**config.mk**
```make
export PLATFORM = sky130hd
export DESIGN_NAME = axi2apb_ctrl
export DESIGN_NICKNAME = d
export VERILOG_FILES = /design/src/rtl/axi2apb_pkg.sv /design/src/rtl/axi2apb_ctrl.sv
export SDC_FILE = /design/constraint.sdc
export NUM_CORES = 1
export LEC_CHECK = 0
export BUFFER_PORTS_ARGS = -buffer_cell sky130_fd_sc_hd__buf_4
export CAP_MARGIN = 20
export CORE_AREA = 3 3 141 143
export DETAILED_ROUTE_END_ITERATION = 8
export DIE_AREA = 0 0 144 146
export PLACE_DENSITY = 0.66
export SETUP_SLACK_MARGIN = 0.4
export SLEW_MARGIN = 10
export SYNTH_ARGS = -nofsm -noshare
export SYNTH_HDL_FRONTEND = slang
export SYNTH_SLANG_ARGS = --single-unit
```
**constraint.sdc**
```tcl
create_clock -name clk_i -period 4.8 [get_ports clk_i]
set_input_delay 1.2 -clock clk_i [delete_from_list [all_inputs] [get_ports clk_i]]
set_output_delay 1.2 -clock clk_i [all_outputs]
set_load 0.01 [all_outputs]
```
**src/rtl/axi2apb_pkg.sv**
```systemverilog
// Shared types and constants for the AXI-to-APB bridge controller.
// Channel structs are sized by the package widths below; the bridge
// parameters are expected to match them.
package axi2apb_pkg;

  localparam int AXI_ADDR_W = 32;
  localparam int AXI_DATA_W = 32;
  localparam int AXI_ID_W   = 4;
  localparam int AXI_STRB_W = AXI_DATA_W / 8;

  localparam logic [1:0] RESP_OKAY   = 2'b00;
  localparam logic [1:0] RESP_SLVERR = 2'b10;

  typedef enum logic [2:0] {
    ST_IDLE,
    ST_WDATA,
    ST_SETUP,
    ST_ACCESS,
    ST_RRESP,
    ST_BRESP
  } state_t;

  typedef struct packed {
    logic [AXI_ID_W-1:0]   id;
    logic [AXI_ADDR_W-1:0] addr;
    logic [7:0]            len;
  } aw_chan_t;

  typedef struct packed {
    logic [AXI_ID_W-1:0]   id;
    logic [AXI_ADDR_W-1:0] addr;
    logic [7:0]            len;
  } ar_chan_t;

  typedef struct packed {
    logic [AXI_DATA_W-1:0] data;
    logic [AXI_STRB_W-1:0] strb;
    logic                  last;
  } w_chan_t;

  typedef struct packed {
    logic [AXI_ID_W-1:0] id;
    logic [1:0]          resp;
  } b_chan_t;

  typedef struct packed {
    logic [AXI_ID_W-1:0]   id;
    logic [AXI_DATA_W-1:0] data;
    logic [1:0]            resp;
    logic                  last;
  } r_chan_t;

endpackage

```
**src/rtl/axi2apb_ctrl.sv**
```systemverilog
// AXI-to-APB bridge controller: accepts one AXI burst at a time from
// the AW/W/AR slices, replays it beat by beat as APB transfers and
// returns a single B response or one R beat per APB read.
module axi2apb_ctrl
  import axi2apb_pkg::*;
#(
  parameter int ADDR_WIDTH = AXI_ADDR_W,
  parameter int DATA_WIDTH = AXI_DATA_W,
  parameter int ID_WIDTH   = AXI_ID_W
) (
  input  logic                    clk_i,
  input  logic                    rst_i,
  input  logic                    aw_valid_i,
  output logic                    aw_ready_o,
  input  aw_chan_t                aw_data_i,
  input  logic                    w_valid_i,
  output logic                    w_ready_o,
  input  w_chan_t                 w_data_i,
  output logic                    b_valid_o,
  input  logic                    b_ready_i,
  output b_chan_t                 b_data_o,
  input  logic                    ar_valid_i,
  output logic                    ar_ready_o,
  input  ar_chan_t                ar_data_i,
  output logic                    r_valid_o,
  input  logic                    r_ready_i,
  output r_chan_t                 r_data_o,
  output logic [ADDR_WIDTH-1:0]   paddr_o,
  output logic                    psel_o,
  output logic                    penable_o,
  output logic                    pwrite_o,
  output logic [DATA_WIDTH-1:0]   pwdata_o,
  output logic [DATA_WIDTH/8-1:0] pstrb_o,
  input  logic                    pready_i,
  input  logic                    pslverr_i,
  input  logic [DATA_WIDTH-1:0]   prdata_i
);

  localparam int STRB_WIDTH = DATA_WIDTH / 8;

  state_t                  state;
  state_t                  state_nxt;
  logic                    wr_first;   // 1: write wins the next simultaneous request
  logic [ID_WIDTH-1:0]     id_q;
  logic [ADDR_WIDTH-1:0]   addr_q;
  logic [7:0]              len_q;
  logic [7:0]              cnt_q;
  logic                    pwrite_q;
  logic [DATA_WIDTH-1:0]   pwdata_q;
  logic [STRB_WIDTH-1:0]   pstrb_q;
  logic                    sticky_q;
  r_chan_t                 r_data_q;
  logic                    grant_wr;
  logic                    grant_rd;
  logic                    beat_last;
  logic                    unused_w_last;

  // Burst address advance; wraps naturally at the top of the address space.
  function automatic logic [ADDR_WIDTH-1:0] next_beat_addr(input logic [ADDR_WIDTH-1:0] a);
    return a + ADDR_WIDTH'(STRB_WIDTH);
  endfunction

  // Beat count is driven by len alone, so the W last flag is not consulted.
  assign unused_w_last = w_data_i.last;
  assign beat_last     = (cnt_q == len_q);

  // Round-robin choice between pending write and read requests.
  always_comb begin
    grant_wr = 1'b0;
    grant_rd = 1'b0;
    if (aw_valid_i && ar_valid_i) begin
      grant_wr = wr_first;
      grant_rd = !wr_first;
    end else begin
      grant_wr = aw_valid_i;
      grant_rd = ar_valid_i;
    end
  end

  // State register.
  always_ff @(posedge clk_i) begin
    if (rst_i) state <= ST_IDLE;
    else       state <= state_nxt;
  end

  // Next-state and handshake/APB control decode; everything held low in reset.
  always_comb begin
    state_nxt  = state;
    aw_ready_o = 1'b0;
    ar_ready_o = 1'b0;
    w_ready_o  = 1'b0;
    psel_o     = 1'b0;
    penable_o  = 1'b0;
    b_valid_o  = 1'b0;
    r_valid_o  = 1'b0;
    if (!rst_i) begin
      case (state)
        ST_IDLE: begin
          if (grant_wr) begin
            aw_ready_o = 1'b1;
            state_nxt  = ST_WDATA;
          end else if (grant_rd) begin
            ar_ready_o = 1'b1;
            state_nxt  = ST_SETUP;
          end
        end
        ST_WDATA: begin
          w_ready_o = 1'b1;
          if (w_valid_i) state_nxt = ST_SETUP;
        end
        ST_SETUP: begin
          psel_o    = 1'b1;
          state_nxt = ST_ACCESS;
        end
        ST_ACCESS: begin
          psel_o    = 1'b1;
          penable_o = 1'b1;
          if (pready_i) begin
            if (!pwrite_q)      state_nxt = ST_RRESP;
            else if (beat_last) state_nxt = ST_BRESP;
            else                state_nxt = ST_WDATA;
          end
        end
        ST_RRESP: begin
          r_valid_o = 1'b1;
          if (r_ready_i) state_nxt = r_data_q.last ? ST_IDLE : ST_SETUP;
        end
        ST_BRESP: begin
          b_valid_o = 1'b1;
          if (b_ready_i) state_nxt = ST_IDLE;
        end
        default: state_nxt = ST_IDLE;
      endcase
    end
  end

  // Request latch, beat tracking, APB payload and response capture.
  always_ff @(posedge clk_i) begin
    if (rst_i) begin
      wr_first <= 1'b1;
      id_q     <= '0;
      addr_q   <= '0;
      len_q    <= '0;
      cnt_q    <= '0;
      pwrite_q <= 1'b0;
      pwdata_q <= '0;
      pstrb_q  <= '0;
      sticky_q <= 1'b0;
      r_data_q <= '0;
    end else begin
      case (state)
        ST_IDLE: begin
          if (grant_wr) begin
            id_q     <= aw_data_i.id;
            addr_q   <= aw_data_i.addr;
            len_q    <= aw_data_i.len;
            cnt_q    <= '0;
            pwrite_q <= 1'b1;
            wr_first <= 1'b0;
          end else if (grant_rd) begin
            id_q     <= ar_data_i.id;
            addr_q   <= ar_data_i.addr;
            len_q    <= ar_data_i.len;
            cnt_q    <= '0;
            pwrite_q <= 1'b0;
            pstrb_q  <= '0;
            wr_first <= 1'b1;
          end
        end
        ST_WDATA: begin
          if (w_valid_i) begin
            pwdata_q <= w_data_i.data;
            pstrb_q  <= w_data_i.strb;
          end
        end
        ST_ACCESS: begin
          if (pready_i) begin
            if (pwrite_q) begin
              sticky_q <= sticky_q | pslverr_i;
              if (!beat_last) begin
                cnt_q  <= cnt_q + 8'd1;
                addr_q <= next_beat_addr(addr_q);
              end
            end else begin
              r_data_q.id   <= id_q;
              r_data_q.data <= prdata_i;
              r_data_q.resp <= pslverr_i ? RESP_SLVERR : RESP_OKAY;
              r_data_q.last <= beat_last;
            end
          end
        end
        ST_RRESP: begin
          if (r_ready_i && !r_data_q.last) begin
            cnt_q  <= cnt_q + 8'd1;
            addr_q <= next_beat_addr(addr_q);
          end
        end
        ST_BRESP: begin
          if (b_ready_i) sticky_q <= 1'b0;
        end
        default: ;
      endcase
    end
  end

  assign paddr_o  = addr_q;
  assign pwrite_o = pwrite_q;
  assign pwdata_o = pwdata_q;
  assign pstrb_o  = pstrb_q;
  assign r_data_o = r_data_q;
  assign b_data_o = {id_q, (sticky_q ? RESP_SLVERR : RESP_OKAY)};

endmodule

```
* Yosys cells after proc, flatten, opt, wreduce, memory -nomap -nowiden
Cells that the tools add are included.
Cells by class: equality and inequality tests 16, mux-type cells 61, reductions and logical operators 17, bitwise logic cells 2, add/subtract/negate cells 2
Operators with widths (number):
- $mux W32 | 6
- $pmux W32 S3 | 1
- $mux W8 | 8
- $add A32 B3 Y32 const B | 1
- $mux W1 | 26
- $mux W3 | 8
- $pmux W8 S3 | 1
- $mux W4 | 5
- $ne A2 B2 Y1 const B | 9
- $pmux W3 S6 | 1
- $add A8 B1 Y8 const B | 1
- $eq A8 B8 Y1 | 1
- $pmux W4 S2 | 1
- $reduce_and A4 Y1 | 2
- $eq A3 B2 Y1 const B | 2
- $eq A3 B3 Y1 const B | 2
- $mux W2 | 3
- $reduce_and A6 Y1 | 1
- $reduce_bool A2 Y1 | 3
- $reduce_and A5 Y1 | 1
- $reduce_and A2 Y1 | 2
- $eq A3 B1 Y1 const B | 1
- $logic_not A3 Y1 | 1
- $ne A3 B3 Y1 const B | 1
- 8 further kinds | 10
Storage, ports and cells: flip-flop bits (word level) 133, logic and storage cells 112, output and inout port bits 121

* Logic depth before layout (Yosys ltp)
Gate-level depths: netlist (run 1).
word-level depth 6, gate-level depth with buffers 8

* Least setup slack after synthesis (run 1)
OpenSTA, ideal clock, no wires.
kind input -> output, start in aw_valid_i, end out aw_ready_o, buffers on the path 3, arrival time 2.300 ns, stages 5, setup slack 1.300 ns, cells stage by stage clkbuf_1 > nand2b_1 > clkbuf_1 > buf_2 > nor3b_2
On the way: longest elaborated chain between the ends 5
Ends and longest elaborated chain:
- start, declared | RTL line axi2apb_ctrl.sv:13 | input logic aw_valid_i,
- $logic_and A1 B1 Y1 | RTL line axi2apb_ctrl.sv:71 | if (aw_valid_i && ar_valid_i) begin
- $mux W1 * | RTL line axi2apb_ctrl.sv:71
- $mux W1 * | RTL line axi2apb_ctrl.sv:99 | if (grant_wr) begin
- $mux W1 * | RTL line axi2apb_ctrl.sv:97 | case (state)
- $mux W1 * | RTL line axi2apb_ctrl.sv:96 | if (!rst_i) begin
- end, declared | RTL line axi2apb_ctrl.sv:14 | output logic aw_ready_o,
Mark *: on every way between the ends. The rest lies on a longest branch, timed or not.

* Worst setup path in the final report (run 1)
start in ar_valid_i, end out aw_ready_o
On the way: longest elaborated chain between the ends 5
Ends and longest elaborated chain:
- start, declared | RTL line axi2apb_ctrl.sv:22 | input logic ar_valid_i,
- $logic_and A1 B1 Y1 | RTL line axi2apb_ctrl.sv:71
- $mux W1 | RTL line axi2apb_ctrl.sv:71
- $mux W1 | RTL line axi2apb_ctrl.sv:99
- $mux W1 | RTL line axi2apb_ctrl.sv:97
- $mux W1 | RTL line axi2apb_ctrl.sv:96
Every way passes these cells.

==> results of run 1 <==
==> routing by layer <==
| layer | up-vias | wire length, um | GRT usage |
|---|---|---|---|
| li1 | 3440 | - | - |
| met1 | 3242 | 9620 | 0.269 |
| met2 | 225 | 11100 | 0.341 |
| met3 | 27 | 1190 | 0.0467 |
| met4 | 0 | 388 | 0.0669 |
| met5 | - | 0 | 0 |
==> cells by family after synthesis <==
logic type | count (synthesis) | synth area share
simple gates | 318 | 0.229
buf+inv | 81 | 0.0551
flops | 132 | 0.403
xor+xnor | 8 | 0.0107
mux | 38 | 0.0614
compound gates | 235 | 0.237
fa+ha+maj | 2 | 0.00381
other cells | 1 | 0.000571
==> sequential cells by signal, indices dropped and copies added, names as in the netlist <==
name	flops
sticky_q	1
pwdata_o	32
id_q	4
cnt_q	8
state	3
len_q	8
r_data_o	38
pwrite_o	1
wr_first	1
pstrb_o	4
paddr_o	32
==> worst min-delay path by stage <==
stage | startpoint | to | slack [ns] | cells past startpoint
6_report | pwdata_o[22] | pwdata_o[22] | 0.45 | 2
5_1_grt | pwdata_o[22] | pwdata_o[22] | 0.47 | 2
4_1_cts | pwdata_o[22] | pwdata_o[22] | 0.46 | 2
3_5_place_dp | pwdata_o[22] | pwdata_o[22] | 0.45 | 2
3_3_place_gp | pwdata_o[25] | pwdata_o[25] | 0.44 | 2
2_1_floorplan | len_q[0] | len_q[0] | 0.45 | 2
==> through the flow <==
| stage | setup WS [ns] | cells | total power, W | area, um^2 |
|---|---|---|---|---|
| 4_1_cts | 1.02 | 1307 | 0.00464 | 9340 |
| 6_report | 1.05 | 1308 | 0.00461 | 9360 |
| 3_3_place_gp | 1.08 | 1275 | 0.00333 | 8770 |
| 5_1_grt | 0.922 | 1308 | 0.00491 | 9360 |
| 2_1_floorplan | 1.30 | 816 | 0.00261 | 6570 |
| 3_5_place_dp | 1.03 | 1275 | 0.00336 | 8770 |
==> power by group <==
group          total [W]  switching [W]  internal [W]
Sequential       0.00163       0.000290       0.00134
Combinational    0.00171       0.000953      0.000757
Clock            0.00128       0.000548      0.000730
==> critical path, cell delays in order <==
cell and delay (ns):
buf_4 0.12, nor2b_1 0.26, nand2b_2 0.25, nor3b_2 0.49, buf_4 0.22
==> cells in the mapped netlist (15+ instances only) <==
| cell | count |
|---|---|
| a31oi_1 | 15 |
| mux2i_1 | 20 |
| a22oi_1 | 16 |
| nor3_1 | 21 |
| clkbuf_1 | 31 |
| nor2_1 | 33 |
| o31ai_1 | 22 |
| nand2_1 | 185 |
| mux2_2 | 18 |
| buf_2 | 31 |
| dfxtp_1 | 132 |
| a21oi_1 | 105 |
==> layout make-up <==
class,instances,area [um^2]
fillers,1850,9340
flip-flops and latches,132,2640
multi-input cells,603,3580
clock buffers,18,429
well taps,234,293
repair buffers,296,2230
inverters,11,41.3
clock inverters,14,145
==> run summary, run 1 <==
Run status = finished clean
Slew margin rel. = 0.288
MaxCap Viol Count = 0
Post-detailed-route via-to-cell ratio = 5.30
ANT cells = 0
RSZ-0062 raised after global routing = no
Crit path max fanout = 11
Peak supply drop = 0.310 mV
Required time worst endpoint = 3.60 ns
FFs w/ async S/R, synth = 0
Final hold vios = 0
Mapped Avg Cell Area = 8.05 um^2
Worst-case clock skew = 0.00905 ns
Worst r2r dst = paddr_o[2]
Cell variety after synth = 66
First DRT Iteration DRCs = 436
Crit path arrival time = 2.55 ns
Final setup fails = 0
Mapped Cells = 815
Commonest cells after routing, fill and taps aside = buf_4, nand2_1, dfxtp_1
Vias in the first global route = 6628
Synth warn = 0
# rows = 50
Synth Flop Type = dfxtp_1
Drt pass-1 iters = 5
Synth area leader = dfxtp_1
Pwr dens = 493 nW/um^2
Setup slack, reg-to-reg = 2.02 ns
Crit. Startpoint = ar_valid_i
CTS Buffer Depth = 2
EDFF count, synth = 0
Fraction of layout cells with a size suffix above 1 = 0.342
Worst Hold Class = reg2reg
Hold_ws = 0.454 ns
First-pass GRT wire length = 35.4 mm
Final Util = 0.501
Crit path kind = in2out
CTS tree = built
Worst Max-Slew Pin Slew = 1.06 ns
Routed WL per cell = 17.1 um
Leakage power = 3.92 nW
Fmax achieved = 267 MHz
Num CTS Buffers = 17
Largest net degree at the start of global routing = 63
Total global-route track usage = 0.208
Total negative slack = 0 ns
Minimum clock period = 3.75 ns
Via count = 6934
Reg2reg start = state[1]
Clock root buffer = clkbuf_16
GRT overflow = 0
Commonest non-fill, non-tap cell in the layout = buf_4
Syn-to-layout area delta = 42.7%
Top Ports = 287
Synth top area share = 0.403
Post-CTS Repair Setup Buffers = 0
Crit end category = output port
Core Area = 18700 um^2
Fin crit share = 0.782
H-tree Lvls = 4
Final Net Count = 1229
Reg clk slew, reported paths = 0.06 ns
Port buffer count = 283
Final WL = 22.3 mm
Critical Path Sink = aw_ready_o
Crit path launch type = primary input
Pins Over Slew Limit = 0
FF+latch count, synth = 132
Clock latency on the worst-skew pair = 0.42 ns
Post-CTS resize count = 0
Cts hold-fix bufs = 0
Antenna viol nets, final = 0
Die Y = 146 um
Sink Count = 132
HPWL Detailed = 15.6 mm
Sequential share of the synthesized area = 0.403
Largest cells by area after synthesis = dfxtp_1, nand2_1, a21oi_1
Die W = 144 um
Die area = 21000 um^2
GP Congestion = 0.813
Starting Density = 0.351
DRC = 0
R2R depth = 5
Cell Area, Synth = 6560 um^2
Antenna violations before repair = 0
Note: power is estimated with default switching activity, not from simulation.
==> run 2: changes to the inputs <==
PLACE_DENSITY = 0.68   (was 0.66)
clock period = 3.4 ns   (was 4.8 ns; I/O delays follow)
==> run summary, run 2 (same netlist as run 1, synthesis figures left out) <==
Post-detailed-route via-to-cell ratio = 5.29
Die Y = 146 um
GP Congestion = 0.821
Crit end category = output port
Starting Density = 0.351
Fin crit share = 0.828
FF+latch area = 2640 um^2
Reg2reg start = state[0]
Required time worst endpoint = 2.55 ns
CTS tree = built
Cells on Worst Hold Path = 2
Via count = 6967
Port buffer count = 283
Fill cell total of the finished layout = 1801
Final hold vios = 0
Slew margin rel. = 0.505
Die area = 21000 um^2
GRT overflow = 0
Power, Total = 0.00657 W
Leakage power = 3.98 nW
Commonest cells after routing, fill and taps aside = buf_4, nand2_1, dfxtp_1
# rows = 50
Met1 Use GR = 0.254
Pwr dens = 695 nW/um^2
Clock Power Share = 0.277
Worst Hold Class = reg2reg
Final WL = 22.1 mm
Drt pass-1 iters = 5
Largest net degree at the start of global routing = 54
DRC = 0
Fraction of layout cells with a size suffix above 1 = 0.348
Worst-case clock skew = 0.00848 ns
RSZ-0062 raised after global routing = no
Logic gate share of total power = 0.377
Max FFs per register = 38
Top Ports = 287
HP Start = r_data_o[14]
HPWL Detailed = 15.6 mm
Peak supply drop = 0.388 mV
Vias in the first global route = 6627
Grt met3 use = 0.0424
Cell Int Power = 0.00408 W
Worst Max-Slew Pin Slew = 0.738 ns
Total negative slack = 0 ns
Final Net Count = 1239
Setup slack, reg-to-reg = 0.94 ns
PnR worst setup slack = 0.585 ns
Crit path max fanout = 11
Antenna violations before repair = 0
GRT Max-Usage Layer = met2
Reg clk slew, reported paths = 0.06 ns
Clock root buffer = clkbuf_16
Syn-to-layout area delta = 44.1%
Num CTS Buffers = 17
Pins Over Slew Limit = 0
R2R depth = 5
Final setup fails = 0
Minimum clock period = 2.82 ns
ANT cells = 0
Sink Count = 132
Fmax achieved = 355 MHz
H-tree Lvls = 4
Psw = 0.00249 W
Run status = finished clean
First DRT Iteration DRCs = 412
Die W = 144 um
Multi-input gate area = 3580 um^2
Worst r2r dst = paddr_o[8]
First-pass GRT wire length = 34.2 mm
Total global-route track usage = 0.200
Crit path kind = in2out
Commonest non-fill, non-tap cell in the layout = buf_4
Switching Share = 0.379
Antenna viol nets, final = 0
Core Area = 18700 um^2
MaxCap Viol Count = 0
Routed WL per cell = 16.7 um
Clock latency on the worst-skew pair = 0.42 ns
CTS Buffer Depth = 2
Worst slack, placed = 0.574 ns
Met2 GRT Util = 0.328
Post-CTS Repair Setup Buffers = 0
Hold Crit Endpoint = r_data_o[14]
Crit path launch type = primary input
Crit path arrival time = 1.97 ns
Reg power frac = 0.346
run 2: how the worst max path moves through the flow:
stage                  to  slack, ns        from
3_5_place_dp   aw_ready_o       0.57  ar_valid_i
4_1_cts        ar_ready_o       0.45    state[0]
3_3_place_gp   aw_ready_o       0.58  ar_valid_i
2_1_floorplan  aw_ready_o       0.60  aw_valid_i
5_1_grt        ar_ready_o       0.42    state[2]
6_report       aw_ready_o       0.58  ar_valid_i
run 2: what timing repair did:
item                                    4_1_cts  5_1_grt
hold buffers                                  0        0
endpoints found under the setup margin        0        1
resized for setup                             0        1
run 2: metrics by stage:
step                 util  instances  hold WS [ns]  instance area, um^2
floorplan               -        816         0.445                 6570
CTS                 0.506       1318         0.456                 9460
global route        0.506       1318         0.473                 9460
detailed placement  0.475       1286         0.447                 8880
finish              0.506       1318         0.453                 9460
global placement    0.475       1286         0.442                 8880
run 2: area by class of cell:
class	instances	share of cell area
multi-input combinational	603	0.378
sequential	132	0.279
timing repair buffer	306	0.245
clock inverter	14	0.0161
inverter	11	0.00436
tap	234	0.0309
clock buffer	18	0.0454
run 2: per-layer routing:
layer  vias to the layer above  wire length (um)
met4                         0               633
met5                         -                 0
met2                       254             10800
li1                       3456                 -
met3                        46              1320
met1                      3211              9320
run 2: critical path, cell delays in order:
cell and delay [ns]:
buf_4 0.12, nor2b_1 0.12, buf_4 0.16, nand2b_2 0.21, nor3b_2 0.32, buf_4 0.18
run 2: power by group through the flow:
| stage | registers (W) | logic [W] | clock network [W] |
|---|---|---|---|
| after floorplan | 0.00232 | 0.00136 | 0 |
| after global placement | 0.00229 | 0.00246 | 0 |
| after detailed placement | 0.00230 | 0.00250 | 0 |
| after CTS | 0.00226 | 0.00250 | 0.00186 |
| after global routing | 0.00233 | 0.00270 | 0.00192 |
| final | 0.00227 | 0.00248 | 0.00182 |
